File: config.mk
export PLATFORM = sky130hd
export DESIGN_NAME = pc_unit_flat
export DESIGN_NICKNAME = d
export VERILOG_FILES = /design/src/rtl/pc_pkg.sv /design/src/rtl/pc_unit_if.sv /design/src/rtl/pc_redirect_latch.sv /design/src/rtl/pc_unit.sv /design/src/flat_wrapper.sv
export SDC_FILE = /design/constraint.sdc
export NUM_CORES = 1
export LEC_CHECK = 0
export CAP_MARGIN = 15
export CORE_ASPECT_RATIO = 1.1
export CORE_MARGIN = 4
export CORE_UTILIZATION = 35
export DETAILED_ROUTE_END_ITERATION = 10
export PLACE_DENSITY_LB_ADDON = 0.1
export REMOVE_ABC_BUFFERS = 1
export SLEW_MARGIN = 40
export SYNTH_ARGS = -nofsm -noshare
export SYNTH_HDL_FRONTEND = slang
export SYNTH_SLANG_ARGS = --single-unit
File: constraint.sdc
create_clock -name CLOCK -period 4.75 [get_ports CLOCK]
set_input_delay 0.95 -clock CLOCK [delete_from_list [all_inputs] [get_ports CLOCK]]
set_output_delay 0.95 -clock CLOCK [all_outputs]
set_load 0.05 [all_outputs]
File: src/rtl/pc_pkg.sv
// pc_pkg: shared types and constants for the program-counter unit
package pc_pkg;
  typedef enum logic [1:0] {BOOT, RUN, HOLD} pc_state_e;
  typedef enum logic [1:0] {SEL_INC, SEL_PEND, SEL_BR, SEL_TRAP} pc_sel_e;
  localparam logic [1:0] ALIGN_MASK = 2'b11;
endpackage

File: src/rtl/pc_unit_if.sv
// pc_unit_if: pipeline-side request/response bundle of the program-counter unit
interface pc_unit_if #(parameter int XLEN = 32);
  logic BUSYWAIT, STALL, BRANCH_TAKEN, TRAP, FETCH_VALID, MISALIGN;
  logic [XLEN-1:0] BRANCH_TARGET, TRAP_VECTOR, PC, PC_PLUS_INC;
  modport master(output BUSYWAIT, STALL, BRANCH_TAKEN, BRANCH_TARGET, TRAP, TRAP_VECTOR,
                 input PC, PC_PLUS_INC, FETCH_VALID, MISALIGN);
  modport slave(input BUSYWAIT, STALL, BRANCH_TAKEN, BRANCH_TARGET, TRAP, TRAP_VECTOR,
                output PC, PC_PLUS_INC, FETCH_VALID, MISALIGN);
endinterface

File: src/rtl/pc_redirect_latch.sv
// pc_redirect_latch: holds one redirect captured during a stall, traps outranking branches
module pc_redirect_latch #(
  parameter int XLEN = 32
) (
  input  logic            CLOCK,
  input  logic            RESET,
  input  logic            cap,
  input  logic            clr,
  input  logic            trap,
  input  logic            branch,
  input  logic [XLEN-1:0] trap_vector,
  input  logic [XLEN-1:0] branch_target,
  output logic            pend_v,
  output logic [XLEN-1:0] pend_addr
);
  logic pend_trap;
  always_ff @(posedge CLOCK or negedge RESET) begin
    if (!RESET) begin
      pend_v <= 1'b0;
      pend_trap <= 1'b0;
      pend_addr <= '0;
    end else if (clr) begin
      pend_v <= 1'b0;
      pend_trap <= 1'b0;
    end else if (cap && trap) begin
      pend_v <= 1'b1;
      pend_trap <= 1'b1;
      pend_addr <= trap_vector;
    end else if (cap && branch && !(pend_v && pend_trap)) begin
      pend_v <= 1'b1;
      pend_trap <= 1'b0;
      pend_addr <= branch_target;
    end
  end
endmodule

File: src/rtl/pc_unit.sv
// pc_unit: IF-stage fetch PC with boot hold, stall-safe redirects and misalignment flag
module pc_unit
  import pc_pkg::*;
#(
  parameter int              XLEN         = 32,
  parameter logic [XLEN-1:0] RESET_VECTOR = '0,
  parameter int              INC          = 4,
  parameter int              BOOT_CYCLES  = 1
) (
  input logic CLOCK,
  input logic RESET,
  pc_unit_if.slave bus
);
  localparam int CW = BOOT_CYCLES > 1 ? $clog2(BOOT_CYCLES) : 1;
  localparam pc_state_e INIT = BOOT_CYCLES == 0 ? RUN : BOOT;
  pc_state_e state;
  pc_sel_e sel;
  logic [CW-1:0] cnt;
  logic [XLEN-1:0] pc, raw, next_pc, pend_addr, pc_plus;
  logic fv, mis, pend_v, hold, active, redirect;
  assign hold = bus.BUSYWAIT | bus.STALL;
  assign active = state != BOOT;
  assign sel = bus.TRAP ? SEL_TRAP : bus.BRANCH_TAKEN ? SEL_BR : pend_v ? SEL_PEND : SEL_INC;
  assign raw = sel == SEL_TRAP ? bus.TRAP_VECTOR : sel == SEL_BR ? bus.BRANCH_TARGET : pend_addr;
  assign redirect = sel != SEL_INC;
  assign pc_plus = pc + XLEN'(INC);
  assign next_pc = redirect ? raw & ~XLEN'(ALIGN_MASK) : pc_plus;
  pc_redirect_latch #(.XLEN(XLEN)) u_latch (
    .CLOCK(CLOCK), .RESET(RESET),
    .cap(active & hold), .clr(active & ~hold),
    .trap(bus.TRAP), .branch(bus.BRANCH_TAKEN),
    .trap_vector(bus.TRAP_VECTOR), .branch_target(bus.BRANCH_TARGET),
    .pend_v(pend_v), .pend_addr(pend_addr)
  );
  always_ff @(posedge CLOCK or negedge RESET) begin
    if (!RESET) begin
      state <= INIT;
      pc <= RESET_VECTOR;
      fv <= BOOT_CYCLES == 0;
      mis <= 1'b0;
      cnt <= '0;
    end else begin
      mis <= 1'b0;
      if (state == BOOT) begin
        cnt <= cnt + 1'b1;
        if (cnt == CW'(BOOT_CYCLES - 1)) begin
          fv <= 1'b1;
          state <= hold ? HOLD : RUN;
        end
      end else begin
        state <= hold ? HOLD : RUN;
        if (!hold) begin
          pc <= next_pc;
          mis <= redirect && |(raw[1:0] & ALIGN_MASK);
        end
      end
    end
  end
  assign bus.PC = pc;
  assign bus.PC_PLUS_INC = pc_plus;
  assign bus.FETCH_VALID = fv;
  assign bus.MISALIGN = mis;
endmodule

File: src/flat_wrapper.sv
// flat-port wrapper written by rule: the top's interface ports become plain ports
module pc_unit_flat import pc_pkg::*;
#(
  parameter int              XLEN         = 32,
  parameter logic [XLEN-1:0] RESET_VECTOR = '0,
  parameter int              INC          = 4,
  parameter int              BOOT_CYCLES  = 1
)
  (CLOCK, RESET, bus_BUSYWAIT, bus_STALL, bus_BRANCH_TAKEN, bus_BRANCH_TARGET, bus_TRAP, bus_TRAP_VECTOR, bus_PC, bus_PC_PLUS_INC, bus_FETCH_VALID, bus_MISALIGN);
  pc_unit_if #(.XLEN(XLEN)) bus_i ();
  input logic CLOCK;
  input logic RESET;
  input wire logic [$bits(bus_i.BUSYWAIT)-1:0] bus_BUSYWAIT;
  input wire logic [$bits(bus_i.STALL)-1:0] bus_STALL;
  input wire logic [$bits(bus_i.BRANCH_TAKEN)-1:0] bus_BRANCH_TAKEN;
  input wire logic [$bits(bus_i.BRANCH_TARGET)-1:0] bus_BRANCH_TARGET;
  input wire logic [$bits(bus_i.TRAP)-1:0] bus_TRAP;
  input wire logic [$bits(bus_i.TRAP_VECTOR)-1:0] bus_TRAP_VECTOR;
  output wire logic [$bits(bus_i.PC)-1:0] bus_PC;
  output wire logic [$bits(bus_i.PC_PLUS_INC)-1:0] bus_PC_PLUS_INC;
  output wire logic [$bits(bus_i.FETCH_VALID)-1:0] bus_FETCH_VALID;
  output wire logic [$bits(bus_i.MISALIGN)-1:0] bus_MISALIGN;
  assign bus_i.BUSYWAIT = bus_BUSYWAIT;
  assign bus_i.STALL = bus_STALL;
  assign bus_i.BRANCH_TAKEN = bus_BRANCH_TAKEN;
  assign bus_i.BRANCH_TARGET = bus_BRANCH_TARGET;
  assign bus_i.TRAP = bus_TRAP;
  assign bus_i.TRAP_VECTOR = bus_TRAP_VECTOR;
  assign bus_PC = bus_i.PC;
  assign bus_PC_PLUS_INC = bus_i.PC_PLUS_INC;
  assign bus_FETCH_VALID = bus_i.FETCH_VALID;
  assign bus_MISALIGN = bus_i.MISALIGN;
  pc_unit #(.XLEN(XLEN), .RESET_VECTOR(RESET_VECTOR), .INC(INC), .BOOT_CYCLES(BOOT_CYCLES)) u_core (.CLOCK(CLOCK), .RESET(RESET), .bus(bus_i));
endmodule
After elaboration in Yosys (flattened, before gate mapping). Cells that the tools add are included.

Output and inout bits: 66. Flip-flop bits (word level): 71. Input port bits: 70. Word-level logic and storage cells: 54.

Bitwise logic cells: 7. Multiplexer cells: 19. Equality and inequality tests: 3. Reductions and logical operators: 15. $add $sub $neg: 2.

Operators by type and width (number): two-way mux 32 bit (5); adder 32 x 3 -> 32 bit, second input constant (1); two-way mux 2 bit (5); two-way mux 1 bit (9); AND reduction 2 bit (3); nonzero test 2 bit (3); logical AND 1 bit (5); equality test 2 bit, second input constant (2); inverter 1 bit (4); nonzero test 3 bit (1); AND 1 bit (2); zero test 2 bit (1); != test 2 bit, second input constant (1); OR reduction 2 bit (1); adder 1 bit, second input constant (1); zero test 1 bit (1); OR 1 bit (1).

Logic depth before layout (Yosys ltp).
Depth in word-level cells: 10. Mapped depth: 8. Mapped depth without buffers: 6.

By module. A second synthesis with hierarchy kept.

Cell total of the unflattened synthesis: 496. Area total of the unflattened synthesis: 4683.2 um2.

Modules (own cells, without submodules): pc_unit (seq. area each 875.8 um2, instances 1, cells an instance 382, area each 2961.6 um2); pc_redirect_latch (seq. area each 850.8 um2, instances 1, cells an instance 114, area each 1721.7 um2).

Worst setup path before layout. Ideal clock, no wire load.

Kind: register to output. Start: reg u_core.pc[3] (netlist: u_core.bus.PC[3]). End: out bus_PC_PLUS_INC[24]. Path slack: 0.936 ns. Required time: 3.800 ns. Stages on the path, launching flop included: 6. Arrival: 2.864 ns. Buffers on the path: 0. Cells stage by stage: dfrtp_1 ha_1 nand3_1 or4_4 or3_1 xnor2_1.

Word-level cells in the longest chain between the ends: 1.

RTL lines: start: declaration (RTL line pc_unit.sv:19) `logic [XLEN-1:0] pc, raw, next_pc, pend_addr, pc_plus;`; start signal: assignment (RTL line pc_unit.sv:53) `pc <= next_pc;`; adder 32 x 3 -> 32 bit (RTL line pc_unit.sv:26) `assign pc_plus = pc + XLEN'(INC);`; end: declaration (RTL line flat_wrapper.sv:20) `output wire logic [$bits(bus_i.PC_PLUS_INC)-1:0] bus_PC_PLUS_INC;`.

No other way between the ends.

Final worst setup path. Same ends and word-level chain as after synthesis.

==> metrics <==
ys flop type=dfrtp_1; Power per Cell Area=556 nW/um^2; Synth Area per Inst=8.48 um^2; Synth area leader=dfrtp_1; main area contributors after synthesis=dfrtp_1, mux2i_1, o21ai_0; RSZ-0062 raised after global routing=false; Port Buf Inserts=131; CTS root buf=clkbuf_16; Syn-to-layout area delta=38.7%; Startpoint Class=register; Seq cells post-synth=69; drt drc=0; clock-pin slew on the worst setup and hold paths=~0.050 ns; gpl congestion=0.804; Hold Vio Cnt, Final=0; # H-tree levels=3; core area=around 13000 um^2; ant diodes=0; WHS=~0.47 ns; measured slew at the worst slew-check pin=roughly 0.70 ns; post-synth design cell area=4490 um^2; first-pass GRT wire length=~23000 um; ys async rst share=100%; outcome=finished clean; Die W=between 100 and 150 um; crit path DAT=3.26 ns; routed wire length=between 10000 and 15000 um; Die Y=127 um; vias in the first global route=roughly 4600; share of cells above drive strength 1=6.02%; via density per instance=around 5.5; Core Util, Final=49.4%; clock sinks=approximately 70; Post-DRT Antenna Nets=0; CTS tree=done; initial antenna violation count=0; final setup vio count=0; CP Data Required Time=around 3.8 ns; Overflow after GRT=0; Tmin final=4.21 ns; Final HPWL DP=10200 um; Crit. End Element=output port; Clock Latency Late Sink=approximately 0.34 ns; max cap viols=0; Crit Path Max Fanout=13; Rel. slew slack=around 54%; Top Ports=around 140; # rows=43; Setup WS pre-CTS=between 0.9 and 1 ns; die area=roughly 15000 um^2; # Post-CTS Setup Buffers=0; Seq/Total Area, Yosys=around 38%; setup ws final=0.537 ns; clock buffer count from CTS=9; post-route setup TNS=0 ns; Total Routing Usage GR=a little over 20%; fill count=approximately 1200; Post-Syn Instances=529; multi-input logic area=between 2000 and 3000 um^2; EDFF count, synth=0; Slew Limit Fails=0; Tcrit/Tclk final=~89%; Final #Nets=714; Vias=about 4400; yosys warns=0; worst hold path class=register to register; clk_skew=between 0.006 and 0.007 ns; Initial Util=between 30% and 40%; Sequential Area=1730 um^2; post_cts resized=0; Synth top area share=between 30% and 40%; Clock Tree Buf Depth=2; Fmax=237 MHz; WL/cell=about 18 um; drt first pass iters=5; Leak=~2.6 nW; critical path class=register to output port; Yosys cell types=between 50 and 60; Post-CTS Hold Fix Bufs=0; Initial DRC Count=approximately 240; worst vdd ir=approximately 310 uV; largest net degree at the start of global routing=70
==> flip-flops by register name (all words and copies together), names as in the netlist <==
name / cells
u_core.u_latch.pend_addr: 32
u_core.bus.PC: 30
u_core.state: 2
u_core.bus.FETCH_VALID: 1
u_core.bus.MISALIGN: 1
u_core.cnt: 1
u_core.u_latch.pend_trap: 1
u_core.u_latch.pend_v: 1
==> path summary, 6_finish.rpt <==
check,startpoint,endpoint,slack (ns),cells past startpoint
setup / recovery,u_core.bus.PC[3]$_DFFE_PN0P_,bus_PC_PLUS_INC[24],0.54,6
hold / removal,u_core.u_latch.pend_addr[4]$_DFFE_PN0P_,u_core.u_latch.pend_addr[4]$_DFFE_PN0P_,0.47,2
setup reg to reg,u_core.bus.PC[3]$_DFFE_PN0P_,u_core.bus.PC[22]$_DFFE_PN0P_,2.42,6
hold reg to reg,u_core.u_latch.pend_addr[4]$_DFFE_PN0P_,u_core.u_latch.pend_addr[4]$_DFFE_PN0P_,0.47,2
max in group asynchronous,RESET,u_core.u_latch.pend_addr[28]$_DFFE_PN0P_,3.64,1
min in group asynchronous,RESET,u_core.u_latch.pend_addr[23]$_DFFE_PN0P_,0.62,1
==> synthesized netlist by cell type (all sizes together) (6+ instances only) <==
library cell and n:
nand2 71, dfrtp 69, o21ai 60, nor2 46, mux2i 41, clkbuf 26, a21oi 22, o22ai 22
buf 19, xor2 15, xnor2 14, a211oi 13, nor3 10, and3 9, a311oi 7, nand4 7
a31oi 6, inv 6, o31ai 6
==> area by class of cell <==
cell class              instances  area share [%]
clock inverters                 1          0.0805
clock buffers                  15            4.30
well taps                     157            3.16
multi-input cells             411            41.4
flip-flops and latches         69            27.8
repair buffers                145            22.8
inverters                       7           0.422
==> stage by stage <==
stage,cell area (um^2),cells,power (mW)
5_1_grt,6220,805,3.66
3_3_place_gp,5920,788,2.81
4_1_cts,6210,805,3.49
3_5_place_dp,5940,789,2.84
6_report,6220,805,3.46
2_1_floorplan,4290,487,2.16
==> critical path, stage by stage, from the launching register on <==
cell	delay [ns]
dfrtp_1	0.41
ha_1	0.27
nand3_1	0.19
or4_4	0.67
or3_1	0.39
xnor2_1	0.17
clkdlybuf4s50_1	0.82
==> per-layer routing <==
metal	wire (um)	track usage [%]	vias to the layer above
met5	0	0	-
met4	363	8.53	0
met3	969	4.39	23
met2	7040	33.6	145
met1	6320	25.8	2125
li1	-	-	2144
==> where the power goes <==
part           leakage (nW)  internal (mW)  switching [mW]  total (mW)
registers             0.819          0.789           0.228        1.02
clock network         0.134          0.382           0.247       0.629
logic                  1.68          0.636            1.17        1.81
==> placed cells by master, fill, tap and decap left out, types with 5 or more instances in the layout <==
master	Yosys	final
clkdlybuf4s50_1	0	129
xor2_1	15	15
a21oi_1	22	22
o21ai_0	60	59
nor3_1	8	6
and3_1	9	9
buf_4	4	13
mux2i_1	41	41
nand3_1	5	5
o22a_1	5	5
xnor2_1	14	14
nor2_1	46	46
a211oi_1	13	13
clkbuf_16	0	9
nand4_1	7	7
a311oi_1	7	7
dfrtp_1	69	69
o31ai_1	6	6
a31oi_1	6	6
nand2_1	71	70
inv_1	6	6
o22ai_1	22	22
o21a_1	5	5
==> kinds of logic after synthesis <==
logic type	count (synthesis)	synth area share [%]
buffers and inverters	52	5.10
XOR/XNOR	29	5.66
AND/OR/NAND/NOR	171	18.3
flip-flops	69	38.5
multiplexers	41	9.15
AO/OA/AOI/OAI	165	22.9
other	1	0.0836
adder cells (fa/ha/maj)	1	0.279
Note: power is estimated with default switching activity, not from simulation.
